[src/rtl/button_conditioner.sv]
// Push-button conditioner: 2-flop synchroniser, debounce on press and release,
// one press pulse per physical push, re-arm lockout, sticky request with ack.
module button_conditioner #(
  parameter int DEBOUNCE_CYCLES = 250000,
  parameter int LOCKOUT_CYCLES  = 2500000,
  parameter int CNT_W           = 22
) (
  input  logic       clk,
  input  logic       reset,
  input  logic       button_in,
  input  logic       ack,
  output logic       press,
  output logic       request,
  output logic       busy,
  output logic [7:0] press_count
);

  typedef enum logic [2:0] {
    IDLE       = 3'd0,
    DB_PRESS   = 3'd1,
    PRESSED    = 3'd2,
    DB_RELEASE = 3'd3,
    LOCKOUT    = 3'd4
  } state_t;

  localparam logic [CNT_W-1:0] DB_LAST  = CNT_W'(DEBOUNCE_CYCLES - 1);
  localparam logic [CNT_W-1:0] LO_LAST  = CNT_W'(LOCKOUT_CYCLES - 1);
  localparam logic [CNT_W-1:0] CNT_ONE  = CNT_W'(1);
  localparam bit               NO_LOCK  = (LOCKOUT_CYCLES == 0);

  logic             sync_meta_reg;
  logic             sync_reg;
  state_t           state_reg;
  logic [CNT_W-1:0] cnt_reg;

  assign busy = (state_reg != IDLE);

  always_ff @(posedge clk or negedge reset) begin
    if (!reset) begin
      sync_meta_reg <= 1'b0;
      sync_reg      <= 1'b0;
      state_reg     <= IDLE;
      cnt_reg       <= '0;
      press         <= 1'b0;
      request       <= 1'b0;
      press_count   <= 8'd0;
    end else begin
      sync_meta_reg <= button_in;
      sync_reg      <= sync_meta_reg;
      press         <= 1'b0;

      // A press pulse outranks a simultaneous ack so no push is ever lost.
      if (press)
        request <= 1'b1;
      else if (ack)
        request <= 1'b0;

      case (state_reg)
        IDLE: begin
          if (sync_reg) begin
            state_reg <= DB_PRESS;
            cnt_reg   <= '0;
          end
        end
        DB_PRESS: begin
          if (!sync_reg) begin
            state_reg <= IDLE;
          end else if (cnt_reg == DB_LAST) begin
            state_reg   <= PRESSED;
            press       <= 1'b1;
            press_count <= press_count + 8'd1;
          end else begin
            cnt_reg <= cnt_reg + CNT_ONE;
          end
        end
        PRESSED: begin
          if (!sync_reg) begin
            state_reg <= DB_RELEASE;
            cnt_reg   <= '0;
          end
        end
        DB_RELEASE: begin
          if (sync_reg) begin
            state_reg <= PRESSED;
          end else if (cnt_reg == DB_LAST) begin
            state_reg <= NO_LOCK ? IDLE : LOCKOUT;
            cnt_reg   <= '0;
          end else begin
            cnt_reg <= cnt_reg + CNT_ONE;
          end
        end
        LOCKOUT: begin
          // Input is deliberately ignored here so contact chatter cannot re-arm early.
          if (cnt_reg == LO_LAST)
            state_reg <= IDLE;
          else
            cnt_reg <= cnt_reg + CNT_ONE;
        end
        default: begin
          state_reg <= IDLE;
        end
      endcase
    end
  end

endmodule

[config.mk]
export PLATFORM = sky130hd
export DESIGN_NAME = button_conditioner
export DESIGN_NICKNAME = d
export VERILOG_FILES = /design/src/rtl/button_conditioner.sv
export SDC_FILE = /design/constraint.sdc
export NUM_CORES = 1
export LEC_CHECK = 0
export CELL_PAD_IN_SITES_DETAIL_PLACEMENT = 0
export CELL_PAD_IN_SITES_GLOBAL_PLACEMENT = 1
export CORE_MARGIN = 2
export CORE_UTILIZATION = 49
export CTS_CLUSTER_SIZE = 30
export DETAILED_ROUTE_END_ITERATION = 6
export PLACE_DENSITY_LB_ADDON = 0.1
export SLEW_MARGIN = 20
export SYNTH_ARGS = -nofsm -noshare
export SYNTH_HDL_FRONTEND = slang
export SYNTH_SLANG_ARGS = --single-unit
[constraint.sdc]
create_clock -name clk -period 7.05 [get_ports clk]
set_input_delay 0.705 -clock clk [delete_from_list [all_inputs] [get_ports clk]]
set_output_delay 0.705 -clock clk [all_outputs]
set_load 0.01 [all_outputs]
; After elaboration in Yosys (flattened, before gate mapping)
; Cells that the tools add are included.
[word_totals]
register_bits = 37
latch_bits = 0
ram_bits = 0
mem_bits_ro = 0
out_inout_bits = 11
mem_count = 0
[op_classes]
addsub = 2
n_mul = 0
div = 0
magnitude_cmp = 0
eq_ne = 15
n_shift = 0
n_mux = 21
bitwise_logic = 0
n_reduce_logical = 7
[op_table]
columns = operator, count
row1 = $mux W22, 7
row2 = $pmux W22 S5, 1
row3 = $add A22 B1 Y22 const B, 1
row4 = $eq A22 B18 Y1 const B, 1
row5 = $eq A22 B22 Y1 const B, 1
row6 = $mux W3, 7
row7 = $pmux W3 S5, 1
row8 = $ne A2 B2 Y1 const B, 7
row9 = $add A8 B1 Y8 const B, 1
row10 = $reduce_and A7 Y1, 1
row11 = $eq A3 B2 Y1 const B, 2
row12 = $ne A3 B3 Y1 const B, 2
row13 = $mux W1, 5
row14 = $reduce_and A5 Y1, 1
row15 = $reduce_bool A5 Y1, 1
row16 = $eq A3 B1 Y1 const B, 1
row17 = $eq A3 B3 Y1 const B, 1
row18 = $logic_not A3 Y1, 1
row19 = $reduce_and A3 Y1, 1
row20 = $reduce_bool A3 Y1, 1
row21 = $reduce_bool A2 Y1, 1

; Longest topological paths before layout
; Gate-level depths: netlist of the first run.
[depth]
depth_word = 4
depth_mapped = 8
ltp_nobuf = 6

; Least setup slack after synthesis of the first run
; No wires, ideal clock.
[synth_timing]
kind = reg-to-reg
start = register cnt_reg[8]
end = register press_count[1]
setup_ps = 125
t_arrival_ps = 2304
setup_slack_ps = 4621
stages_incl_launch_ff = 7
synth_period_minus_slack_ps = 2429
cell_sequence = dfrtp_1 -> buf_6 -> or4_1 -> or4_1 -> buf_6 -> nor4_4 -> mux2_2
[synth_via]
elab_chain_cells = 2
[synth_rtl]
columns = item, line
row1 = from (decl), 34  ; logic [CNT_W-1:0] cnt_reg;
row2 = from (signal assigned), 73  ; cnt_reg <= cnt_reg + CNT_ONE;
row3 = from (signal assigned), 89  ; cnt_reg <= cnt_reg + CNT_ONE;
row4 = from (signal assigned), 97  ; cnt_reg <= cnt_reg + CNT_ONE;
row5 = $eq A22 B18 Y1, 68  ; end else if (cnt_reg == DB_LAST) begin
row6 = $reduce_and A3 Y1 (no line), -
row7 = to (signal assigned), 71  ; press_count <= press_count + 8'd1;
row8 = to (decl), 15  ; output logic [7:0] press_count
; Every way passes these cells.
; A chain may end at the register's enable or synchronous reset.

; Final worst setup path of the first run
[layout_timing]
start = register cnt_reg[8]
end = register cnt_reg[19]
[layout_via]
elab_chain_cells = 4
word_cells_on_any_way = 12
cone_classes = add/sub: 1 / eq/ne: 4 / mux: 6 / reduce/logical: 1
[layout_rtl]
columns = item, line
row1 = $add A22 B1 Y22 or $eq A22 B18 Y1 (tied branches), -
row2 = "$mux W22, on equally long branches", "85, 68"
row3 = "$mux W22, on equally long branches", "83, 66"
row4 = $pmux W22 S5, 58  ; case (state_reg)
; Several ways; a longest one is shown, not always the timed one. The select of a mux whose other input is x is not followed.

==> reports/qor.log, run 1 <==
[worst_setup_path] depth of the worst register-to-register path 5
[worst_setup_path] Critical Path, Cell by Cell or4_1 -> or4_1 -> o21ai_2 -> and3_1 -> a221o_1
[detailed_routing] average wire length per cell after detail routing 18.36 um
[yosys] Post-Synthesis Cells 220
[yosys] asr flop ratio synth 100.0%
[cells_and_area] total inserted antenna cells 0
[power_and_ir_drop] Max VDD drop 0.09840 mV
[hold_path] hold crit path type register to register
[global_routing] all-layer global routing usage 23.11%
[yosys] leading register cell type out of synthesis dfrtp_1
[hold_path] hold path cells 0
[clock_network] register clock-pin slew on the reported worst setup and hold paths 70 ps
[yosys] library cells used by synthesis 49
[global_routing] largest net degree at the start of global routing 38
[cells_and_area] share of final-layout standard cells stronger than drive strength 1 9.829%
[worst_setup_path] Setup crit end kind register
[yosys] main area contributors after synthesis dfrtp_1, a221o_1, o221ai_1
[worst_setup_path] library cell contributing the largest single delay on the critical path or4_1
[yosys] portion of synthesized cell area occupied by the leading cell type 43.35%
[clock_network] source-to-sink clock delay at the later pin of the worst-skew pair 290 ps
[yosys] Synth Warn # 0
[clock_network] Clock Sinks 37
[timing] fmax 362.9 MHz
[detailed_routing] drc violations 0
[power_and_ir_drop] areal power density over the cells 169.2 mW/mm^2
[detailed_routing] Final Routed Wirelength 5252 um
[clock_network] setup fix buffers added after clock tree synthesis 0
[cells_and_area] nets 239
[global_routing] initial antenna violation count 0
[global_routing] number of global-route vias before repair 1839
[timing] clock tree skew after final layout 6.824 ps
[global_routing] final global-route overflow total 0
[power_and_ir_drop] P_leak 0.9692 nW
[clock_network] TritonCTS clock tree yes
[worst_setup_path] highest fanout seen on the critical path 10
[cells_and_area] cell area after layout 0.002377 mm^2
[worst_setup_path] cell seen most often among critical-path stages or4_1
[clock_network] Hold Buf Count CTS 0
[detailed_routing] violation count after the first detailed-routing iteration 166
[timing] max_slew headroom 42.18%
[placement] dpl cells 278
[cells_and_area] final cell count without fillers 286
[placement] Placement Setup Slack 4229 ps
[cells_and_area] growth of design area from synthesis to finish 11.31%
[yosys] top cells by count, synth dfrtp_1, nand2_1, inv_1, o21ai_0
[timing] total negative slack for setup checks 0 ps
[detailed_routing] average vias per placed instance 6.664
[placement] placed standard-cell area 0.002291 mm^2
[worst_setup_path] Crit path required time 7280 ps
[placement] quantity of I/O buffers inserted on ports 14
[floorplanning] effective utilization at floorplan 50.09%
[clock_network] post_cts resized 0
[run] # Max-Cap Violations 0
[global_routing] first-pass GRT wire length 9045 um
[yosys] average size of a mapped cell 9.708 um^2
[timing] Final setup viols 0
[yosys] number of enable flip-flop cells after synthesis 0
[floorplanning] number of rows created at floorplan 24
[detailed_routing] vias after detailed routing 1906
[cells_and_area] fill cell total of the finished layout 393
[yosys] sequential share of the synthesized area 43.35%
[outcome] result of the run completed
[worst_setup_path] data arrival time of the critical path 2990 ps
[timing] number of hold violations in the final report 0
[detailed_routing] ANT nets after route 0
[clock_network] Num CTS Buffers 5
[detailed_routing] Detailed Routing Iterations Pass 1 7
[worst_setup_path] sort of element at the start of the critical path register
[floorplanning] area of the core 0.004264 mm^2
[timing] final setup margin 4295 ps
[timing] fraction of the cycle the final worst path needs 39.08%
[timing] Worst Max-Slew Pin Slew 865.4 ps
[clock_network] number of buffers on the longest clock path 2
[floorplanning] full die area 0.004903 mm^2
[timing] setup repair after global routing missed its margin no
[yosys] post-synthesis instance area 0.002136 mm^2
[worst_setup_path] class of the most critical setup path register to register
[yosys] biggest area consumer among synthesized cells dfrtp_1
[cells_and_area] max reg flops 22
[placement] post-detailed-placement half-perimeter wirelength 3736 um
[clock_network] clock tree root buffer cell clkbuf_8
[worst_setup_path] largest incremental delay on the critical path 630 ps
[timing] minimum clock period after layout 2755 ps
[yosys] number of synthesized register bits 37
[yosys] top-count cell post-synth dfrtp_1
[floorplanning] vertical die dimension 70.02 um
[clock_network] Max H-tree Level 2
[placement] placer's final routability congestion estimate 0.9236
[timing] final count of pins violating max slew 0
[yosys] Post-Syn Nets 226
[floorplanning] count of boundary I/O pins 15
[floorplanning] floorplan die width 70.02 um
## cell type report
class	instances	area, um^2	share of cell area, %
Tap cell	52	65.06	2.737
Multi-Input combinational cell	162	1112	46.79
Inverter	12	45.04	1.895
Clock inverter	3	17.52	0.7368
Clock buffer	5	68.82	2.895
Sequential cell	37	925.9	38.95
Timing Repair Buffer	15	142.6	6.000
## worst max-delay path: cells and delay by family (launching register included)
kind | cells | cell delay, ps
AO/OA/AOI/OAI | 2 | 540
flip-flops | 1 | 500
AND/OR/NAND/NOR | 3 | 1660
## per-layer routing
metal / up-vias / GRT usage, % / wire (um)
li1: 880 / - / -
met1: 928 / 30.79 / 2224
met2: 84 / 37.78 / 2559
met3: 14 / 4.906 / 386
met4: 0 / 7.265 / 82
met5: - / 0 / 0
## layout by cell type, fill, tap and decap left out, types with 3 or more instances in the layout
| cell | instances |
|---|---|
| and3_1 | 5 |
| nor2_1 | 11 |
| nor4_1 | 3 |
| dfrtp_1 | 37 |
| nand3_1 | 11 |
| and2_1 | 3 |
| o221a_2 | 3 |
| o211ai_1 | 3 |
| or4_1 | 4 |
| and4_1 | 3 |
| nand2b_1 | 4 |
| nand4_1 | 11 |
| a221o_1 | 9 |
| inv_1 | 12 |
| clkbuf_8 | 5 |
| o221ai_1 | 8 |
| o21ai_0 | 11 |
| or3_1 | 3 |
| xnor2_1 | 6 |
| nand2_1 | 14 |
| clkdlybuf4s50_1 | 13 |
| a21oi_1 | 6 |
| nor3_1 | 11 |
## power by group
| part | switching (mW) | total, mW | internal [mW] | leakage [nW] |
|---|---|---|---|---|
| Clock | 0.0786 | 0.147 | 0.0682 | 0.0439 |
| Sequential | 0.00704 | 0.226 | 0.218 | 0.507 |
| Combinational | 0.0199 | 0.0300 | 0.0101 | 0.418 |
## final timing paths
kind / from / end / slack, ps
max in group asynchronous: reset / cnt_reg[0]$_DFFE_PN0P_ / 6040
worst min-delay path: sync_meta_reg$_DFF_PN0_ / sync_reg$_DFF_PN0_ / 350
min in group asynchronous: reset / state_reg[0]$_DFFE_PN0P_ / 500
worst max register to register: cnt_reg[8]$_DFFE_PN0P_ / cnt_reg[19]$_DFFE_PN0P_ / 4290
worst max-delay path: cnt_reg[8]$_DFFE_PN0P_ / cnt_reg[19]$_DFFE_PN0P_ / 4290
worst min register to register: sync_meta_reg$_DFF_PN0_ / sync_reg$_DFF_PN0_ / 350
## per-stage QoR
| step | utilization, % | total power [mW] | hold WS, ps |
|---|---|---|---|
| after floorplan | - | 0.2458 | 331.2 |
| after global placement | 53.73 | 0.2584 | 343.1 |
| after detailed placement | 53.73 | 0.2592 | 335.5 |
| after CTS | 55.75 | 0.4056 | 353.3 |
| after global routing | 55.75 | 0.4214 | 353.2 |
| final | 55.75 | 0.4023 | 351.6 |
## cell families after synthesis
kind of cell / count (synthesis) / synth area share, %
flops: 37 / 43.35
compound gates: 58 / 21.27
xor+xnor: 7 / 2.871
buf+inv: 21 / 4.569
fa+ha+maj: 2 / 1.171
simple gates: 93 / 25.78
mux: 2 / 0.9959
No activity file was read; power rests on OpenSTA's default activity.
==> inputs of run 2 (changes only) <==
Settings changed: CORE_UTILIZATION 49 to 41.
Clock period 7.05 ns to 2.5 ns, I/O delays scaled along.
==> reports/qor.log, run 2 (same netlist as run 1, synthesis figures left out) <==
[clock_network] Max H-tree Level 2 [unchanged]
[cells_and_area] area of combinational cells with multiple inputs 0.001116 mm^2 [was 0.001112 mm^2]
[timing] Worst Max-Slew Pin Slew 828.1 ps [was 865.4 ps]
[cells_and_area] most frequent cells in the layout dfrtp_1, buf_4, nand2_1 [was dfrtp_1, nand2_1, clkdlybuf4s50_1]
[global_routing] first-pass GRT wire length 9363 um [was 9045 um]
[worst_setup_path] launching point of the worst reg2reg path cnt_reg[10]$_DFFE_PN0P_ [was cnt_reg[8]$_DFFE_PN0P_]
[detailed_routing] Detailed Routing Iterations Pass 1 5 [was 7]
[floorplanning] area of the core 0.005075 mm^2 [was 0.004264 mm^2]
[worst_setup_path] largest incremental delay on the critical path 550 ps [was 630 ps]
[placement] Placement Setup Slack 59.32 ps [was 4229 ps]
[power_and_ir_drop] Max VDD drop 0.3545 mV [was 0.09840 mV]
[timing] number of hold violations in the final report 0 [unchanged]
[placement] placer's final routability congestion estimate 0.8846 [was 0.9236]
[clock_network] register clock-pin slew on the reported worst setup and hold paths 80 ps [was 70 ps]
[timing] fmax 426.2 MHz [was 362.9 MHz]
[power_and_ir_drop] P_leak 1.085 nW [was 0.9692 nW]
[placement] dpl cells 316 [was 278]
[worst_setup_path] sort of element at the start of the critical path register [unchanged]
[worst_setup_path] data arrival time of the critical path 2530 ps [was 2990 ps]
[power_and_ir_drop] areal power density over the cells 488.8 mW/mm^2 [was 169.2 mW/mm^2]
[global_routing] largest net degree at the start of global routing 38 [unchanged]
[cells_and_area] fill cell total of the finished layout 482 [was 393]
[global_routing] all-layer global routing usage 20.11% [was 23.11%]
[clock_network] clock tree root buffer cell clkbuf_8 [unchanged]
[detailed_routing] ANT nets after route 0 [unchanged]
[detailed_routing] average vias per placed instance 6.028 [was 6.664]
[clock_network] Num CTS Buffers 5 [unchanged]
[global_routing] number of global-route vias before repair 1870 [was 1839]
[clock_network] Clock Sinks 37 [unchanged]
[worst_setup_path] class of the most critical setup path register to register [unchanged]
[timing] final setup margin 153.6 ps [was 4295 ps]
[outcome] result of the run completed [unchanged]
[worst_setup_path] library cell contributing the largest single delay on the critical path or4_1 [unchanged]
[floorplanning] vertical die dimension 76.18 um [was 70.02 um]
[cells_and_area] sequential cell area in the final layout 925.9 um^2 [unchanged]
[cells_and_area] final cell count without fillers 324 [was 286]
[cells_and_area] most common cell after layout, fill and taps aside dfrtp_1 [unchanged]
[placement] quantity of I/O buffers inserted on ports 14 [unchanged]
[worst_setup_path] setup slack on the worst flop-to-flop path 150 ps [was 4290 ps]
[timing] total negative slack for setup checks 0 ps [unchanged]
[clock_network] number of buffers on the longest clock path 2 [unchanged]
[cells_and_area] total inserted antenna cells 0 [unchanged]
[power_and_ir_drop] Tot Pwr 1.268 mW [was 0.4023 mW]
[worst_setup_path] Setup crit end kind register [unchanged]
[cells_and_area] growth of design area from synthesis to finish 21.50% [was 11.31%]
[cells_and_area] nets 259 [was 239]
[detailed_routing] drc violations 0 [unchanged]
[timing] max_slew headroom 44.79% [was 42.18%]
[run] # Max-Cap Violations 0 [unchanged]
[floorplanning] count of boundary I/O pins 15 [unchanged]
[global_routing] final global-route overflow total 0 [unchanged]
[worst_setup_path] depth of the worst register-to-register path 6 [was 5]
[timing] final count of pins violating max slew 0 [unchanged]
[floorplanning] floorplan die width 76.18 um [was 70.02 um]
[clock_network] TritonCTS clock tree yes [unchanged]
[global_routing] initial antenna violation count 0 [unchanged]
[timing] clock tree skew after final layout 9.896 ps [was 6.824 ps]
[detailed_routing] average wire length per cell after detail routing 17.04 um [was 18.36 um]
[floorplanning] full die area 0.005803 mm^2 [was 0.004903 mm^2]
[clock_network] source-to-sink clock delay at the later pin of the worst-skew pair 300 ps [was 290 ps]
[detailed_routing] vias after detailed routing 1953 [was 1906]
[floorplanning] effective utilization at floorplan 42.09% [was 50.09%]
[timing] setup repair after global routing missed its margin no [unchanged]
[worst_setup_path] Critical Path, Cell by Cell or4_1 -> nor4_1 -> a21boi_1 -> buf_4 -> o221a_2 -> a221o_1 [was or4_1 -> or4_1 -> o21ai_2 -> and3_1 -> a221o_1]
[worst_setup_path] highest fanout seen on the critical path 5 [was 10]
[cells_and_area] share of final-layout standard cells stronger than drive strength 1 17.32% [was 9.829%]
[timing] Final setup viols 0 [unchanged]
[timing] minimum clock period after layout 2346 ps [was 2755 ps]
[hold_path] hold crit path type input port to asynchronous set/reset pin [was register to register]
[detailed_routing] Final Routed Wirelength 5522 um [was 5252 um]
[timing] WHS 48.17 ps [was 351.6 ps]
[placement] post-detailed-placement half-perimeter wirelength 3992 um [was 3736 um]
[floorplanning] number of rows created at floorplan 26 [was 24]
[timing] fraction of the cycle the final worst path needs 93.86% [was 39.08%]
[cells_and_area] max reg flops 22 [unchanged]
[worst_setup_path] endpoint of the most critical register-to-register path cnt_reg[20]$_DFFE_PN0P_ [was cnt_reg[19]$_DFFE_PN0P_]
[worst_setup_path] Crit path required time 2680 ps [was 7280 ps]
[detailed_routing] violation count after the first detailed-routing iteration 110 [was 166]
==> run 2: cell count changes in the layout (fill, tap and decap cells not counted), sizes merged <==
cell / previous run / this run
buf: 2 / 22
clkinv: 2 / 1
bufinv: 0 / 1
==> run 2: through the flow <==
step | util [%] | instance area (um^2)
after floorplan | - | 2136
after CTS | 51.06 | 2591
after detailed placement | 48.79 | 2476
final | 51.13 | 2595
after global placement | 48.79 | 2476
after global routing | 51.13 | 2595
==> run 2: worst max-delay path by stage <==
stage | slack (ps) | from | depth (start not counted) | to
after global placement | 80 | cnt_reg[10]$_DFFE_PN0P_ | 4 | press_count[1]$_DFFE_PN0P_
after global routing | 30 | cnt_reg[0]$_DFFE_PN0P_ | 7 | cnt_reg[20]$_DFFE_PN0P_
final | 150 | cnt_reg[10]$_DFFE_PN0P_ | 6 | cnt_reg[20]$_DFFE_PN0P_
after floorplan | 70 | cnt_reg[8]$_DFFE_PN0P_ | 6 | press_count[1]$_DFFE_PN0P_
after detailed placement | 60 | cnt_reg[10]$_DFFE_PN0P_ | 4 | press_count[1]$_DFFE_PN0P_
after CTS | 50 | cnt_reg[10]$_DFFE_PN0P_ | 6 | press_count[5]$_DFFE_PN0P_
==> run 2: cell type report <==
cell class | count | area share [%]
clock buffer | 5 | 2.652
timing repair buffer | 35 | 11.76
sequential | 37 | 35.68
tap | 70 | 3.375
clock inverter | 3 | 1.784
multi-input combinational | 162 | 43.01
inverter | 12 | 1.736
==> run 2: critical path: cells and delay by family (launching register included) <==
| family | cells | cell delay (ps) |
|---|---|---|
| AND/OR/NAND/NOR | 2 | 890 |
| AO/OA/AOI/OAI | 3 | 760 |
| flip-flops | 1 | 370 |
| buffers and inverters | 1 | 220 |
==> run 2: what timing repair did <==
action / 4_1_cts / 5_1_grt
endpoints found under the setup margin: 0 / 7
buffers inserted: 0 / 0
hold buffers: 0 / 0
endpoints found under the hold margin: 0 / 0
resized for setup: 0 / 1
==> run 2: layer usage <==
layer	share of wire, %	vias up	global-route usage, %
li1	-	917	-
met1	45	962	27.07
met2	48	68	32.41
met3	6.6	6	4.384
met4	0.91	0	6.545
met5	0	-	0
==> run 2: report_power, final <==
group	total [mW]	internal (mW)	switching [mW]
clock	0.532	0.299	0.234
combinational	0.0986	0.0390	0.0596
sequential	0.637	0.616	0.0213
==> inputs of run 3 (changes only) <==
Settings changed: CORE_MARGIN 2 to not set, HOLD_SLACK_MARGIN set to 0.05.
==> reports/qor.log, run 3 (same netlist as run 1, synthesis figures left out) <==
[placement] quantity of I/O buffers inserted on ports 14 [unchanged]
[power_and_ir_drop] areal power density over the cells 492.3 mW/mm^2 [was 488.8 mW/mm^2]
[worst_setup_path] Crit path required time 2680 ps [about the same]
[detailed_routing] drc violations 0 [unchanged]
[cells_and_area] most common cell after layout, fill and taps aside dfrtp_1 [unchanged]
[floorplanning] count of boundary I/O pins 15 [unchanged]
[worst_setup_path] data arrival time of the critical path 2490 ps [was 2530 ps]
[global_routing] largest net degree at the start of global routing 38 [unchanged]
[clock_network] setup fix buffers added after clock tree synthesis 0 [unchanged]
[worst_setup_path] Setup crit end kind register [unchanged]
[cells_and_area] core occupancy in the finished layout 53.51% [was 51.13%]
[timing] setup repair after global routing missed its margin no [unchanged]
[worst_setup_path] class of the most critical setup path register to register [unchanged]
[worst_setup_path] CP delay by family, top simple AND/OR/NAND/NOR gates [unchanged]
[global_routing] number of global-route vias before repair 1900 [was 1870]
[floorplanning] number of rows created at floorplan 25 [was 26]
[timing] fmax 433.1 MHz [was 426.2 MHz]
[timing] Worst Max-Slew Pin Slew 843.0 ps [was 828.1 ps]
[clock_network] Max H-tree Level 2 [unchanged]
[cells_and_area] most frequent cells in the layout dfrtp_1, buf_4, nand2_1 [unchanged]
[cells_and_area] share of final-layout standard cells stronger than drive strength 1 17.97% [was 17.32%]
[cells_and_area] total inserted antenna cells 0 [unchanged]
[placement] placer's final routability congestion estimate 0.8733 [was 0.8846]
[detailed_routing] Final Routed Wirelength 5376 um [was 5522 um]
[detailed_routing] ANT nets after route 0 [unchanged]
[clock_network] Hold Buf Count CTS 0 [unchanged]
[hold_path] hold crit path type input port to asynchronous set/reset pin [unchanged]
[clock_network] number of buffers on the longest clock path 2 [unchanged]
[detailed_routing] violation count after the first detailed-routing iteration 97 [was 110]
[global_routing] final global-route overflow total 0 [unchanged]
[clock_network] clock tree root buffer cell clkbuf_8 [unchanged]
[clock_network] TritonCTS clock tree yes [unchanged]
[timing] minimum clock period after layout 2309 ps [was 2346 ps]
[cells_and_area] growth of design area from synthesis to finish 22.26% [was 21.50%]
[worst_setup_path] total buffers and inverters traversed by the critical path 0 [was 1]
[timing] fraction of the cycle the final worst path needs 92.35% [was 93.86%]
[cells_and_area] max reg flops 22 [unchanged]
[power_and_ir_drop] P_leak 1.098 nW [was 1.085 nW]
[clock_network] Num CTS Buffers 5 [unchanged]
[worst_setup_path] Critical Path Start cnt_reg[8]$_DFFE_PN0P_ [was cnt_reg[10]$_DFFE_PN0P_]
[worst_setup_path] library cell contributing the largest single delay on the critical path or4_1 [unchanged]
[cells_and_area] final cell count without fillers 323 [was 324]
[detailed_routing] average wire length per cell after detail routing 16.64 um [was 17.04 um]
[timing] final count of pins violating max slew 0 [unchanged]
[global_routing] first-pass GRT wire length 9052 um [was 9363 um]
[placement] dpl cells 315 [was 316]
[timing] total negative slack for setup checks 0 ps [unchanged]
[global_routing] initial antenna violation count 0 [unchanged]
[worst_setup_path] sort of element at the start of the critical path register [unchanged]
[worst_setup_path] Critical Path, Cell by Cell or4_1 -> or4_4 -> nor4_4 -> mux2_2 [was or4_1 -> nor4_1 -> a21boi_1 -> buf_4 -> o221a_2 -> a221o_1]
[floorplanning] effective utilization at floorplan 43.77% [was 42.09%]
[detailed_routing] Detailed Routing Iterations Pass 1 4 [was 5]
[timing] Final setup viols 0 [unchanged]
[timing] max_slew headroom 43.80% [was 44.79%]
[global_routing] all-layer global routing usage 21.94% [was 20.11%]
[worst_setup_path] highest fanout seen on the critical path 5 [unchanged]
[timing] clock tree skew after final layout 4.145 ps [was 9.896 ps]
[floorplanning] area of the core 0.004880 mm^2 [was 0.005075 mm^2]
[floorplanning] full die area 0.005502 mm^2 [was 0.005803 mm^2]
[clock_network] register clock-pin slew on the reported worst setup and hold paths 80 ps [about the same]
[placement] post-detailed-placement half-perimeter wirelength 3909 um [was 3992 um]
[floorplanning] vertical die dimension 74.18 um [was 76.18 um]
[detailed_routing] vias after detailed routing 1918 [was 1953]
[worst_setup_path] largest incremental delay on the critical path 520 ps [was 550 ps]
[power_and_ir_drop] Max VDD drop 0.2736 mV [was 0.3545 mV]
[clock_network] Clock Sinks 37 [unchanged]
[worst_setup_path] launching point of the worst reg2reg path cnt_reg[8]$_DFFE_PN0P_ [was cnt_reg[10]$_DFFE_PN0P_]
[detailed_routing] average vias per placed instance 5.938 [was 6.028]
[run] # Max-Cap Violations 0 [unchanged]
[floorplanning] floorplan die width 74.18 um [was 76.18 um]
[cells_and_area] nets 261 [was 259]
[clock_network] source-to-sink clock delay at the later pin of the worst-skew pair 290 ps [was 300 ps]
[outcome] result of the run completed [unchanged]
[timing] number of hold violations in the final report 0 [unchanged]
==> run 3: layer usage <==
metal / vias to the layer above / global-route usage, % / part of all wire, %
met2: 53 / 35.15 / 47
met3: 4 / 4.336 / 5.2
met5: - / 0 / 0
met1: 935 / 29.30 / 47
met4: 0 / 8.333 / 0.78
li1: 926 / - / -
==> run 3: path summary, 6_finish.rpt <==
check / endpoint / slack [ps] / depth (start not counted)
min in group clk: sync_reg$_DFF_PN0_ / 360 / 0
setup reg to reg: press_count[1]$_DFFE_PN0P_ / 190 / 4
hold / removal: press_count[4]$_DFFE_PN0P_ / 60 / 1
hold reg to reg: sync_reg$_DFF_PN0_ / 360 / 0
max in group asynchronous: cnt_reg[14]$_DFFE_PN0P_ / 1910 / 1
setup / recovery: press_count[1]$_DFFE_PN0P_ / 190 / 4
==> run 3: timing repair <==
item                                    4_1_cts  5_1_grt
gates resized for setup                       0        1
hold endpoints to repair                      0        0
endpoints found under the setup margin        0       24
==> run 3: final cells by class <==
type | count | area [um^2]
Clock buffer | 6 | 82.58
Tap cell | 67 | 83.83
Clock inverter | 2 | 37.54
Inverter | 12 | 45.04
Sequential cell | 37 | 925.9
Timing Repair Buffer | 37 | 320.3
Multi-Input combinational cell | 162 | 1116
Fill cell | 451 | 2268
==> run 3: worst reg2reg max path: stages (launching register included) <==
cell and delay [ps]:
dfrtp_1 390, or4_1 520, or4_4 490, nor4_4 410
mux2_2 380
==> run 3: power by group <==
| part | switching, mW | internal (mW) | total, mW |
|---|---|---|---|
| combinational | 0.0585 | 0.0388 | 0.0973 |
| clock | 0.228 | 0.325 | 0.553 |
| sequential | 0.0192 | 0.616 | 0.635 |
==> run 3: through the flow <==
stage,area (um^2),setup slack [ps],power (mW),hold slack [ps]
floorplan,2136,71.45,0.6931,-45.59
global placement,2487,124.3,0.7440,344.6
detailed placement,2487,90.40,0.7453,340.3
CTS,2608,78.81,1.298,87.67
global route,2611,28.41,1.338,125.5
finish,2611,191.2,1.285,60.85
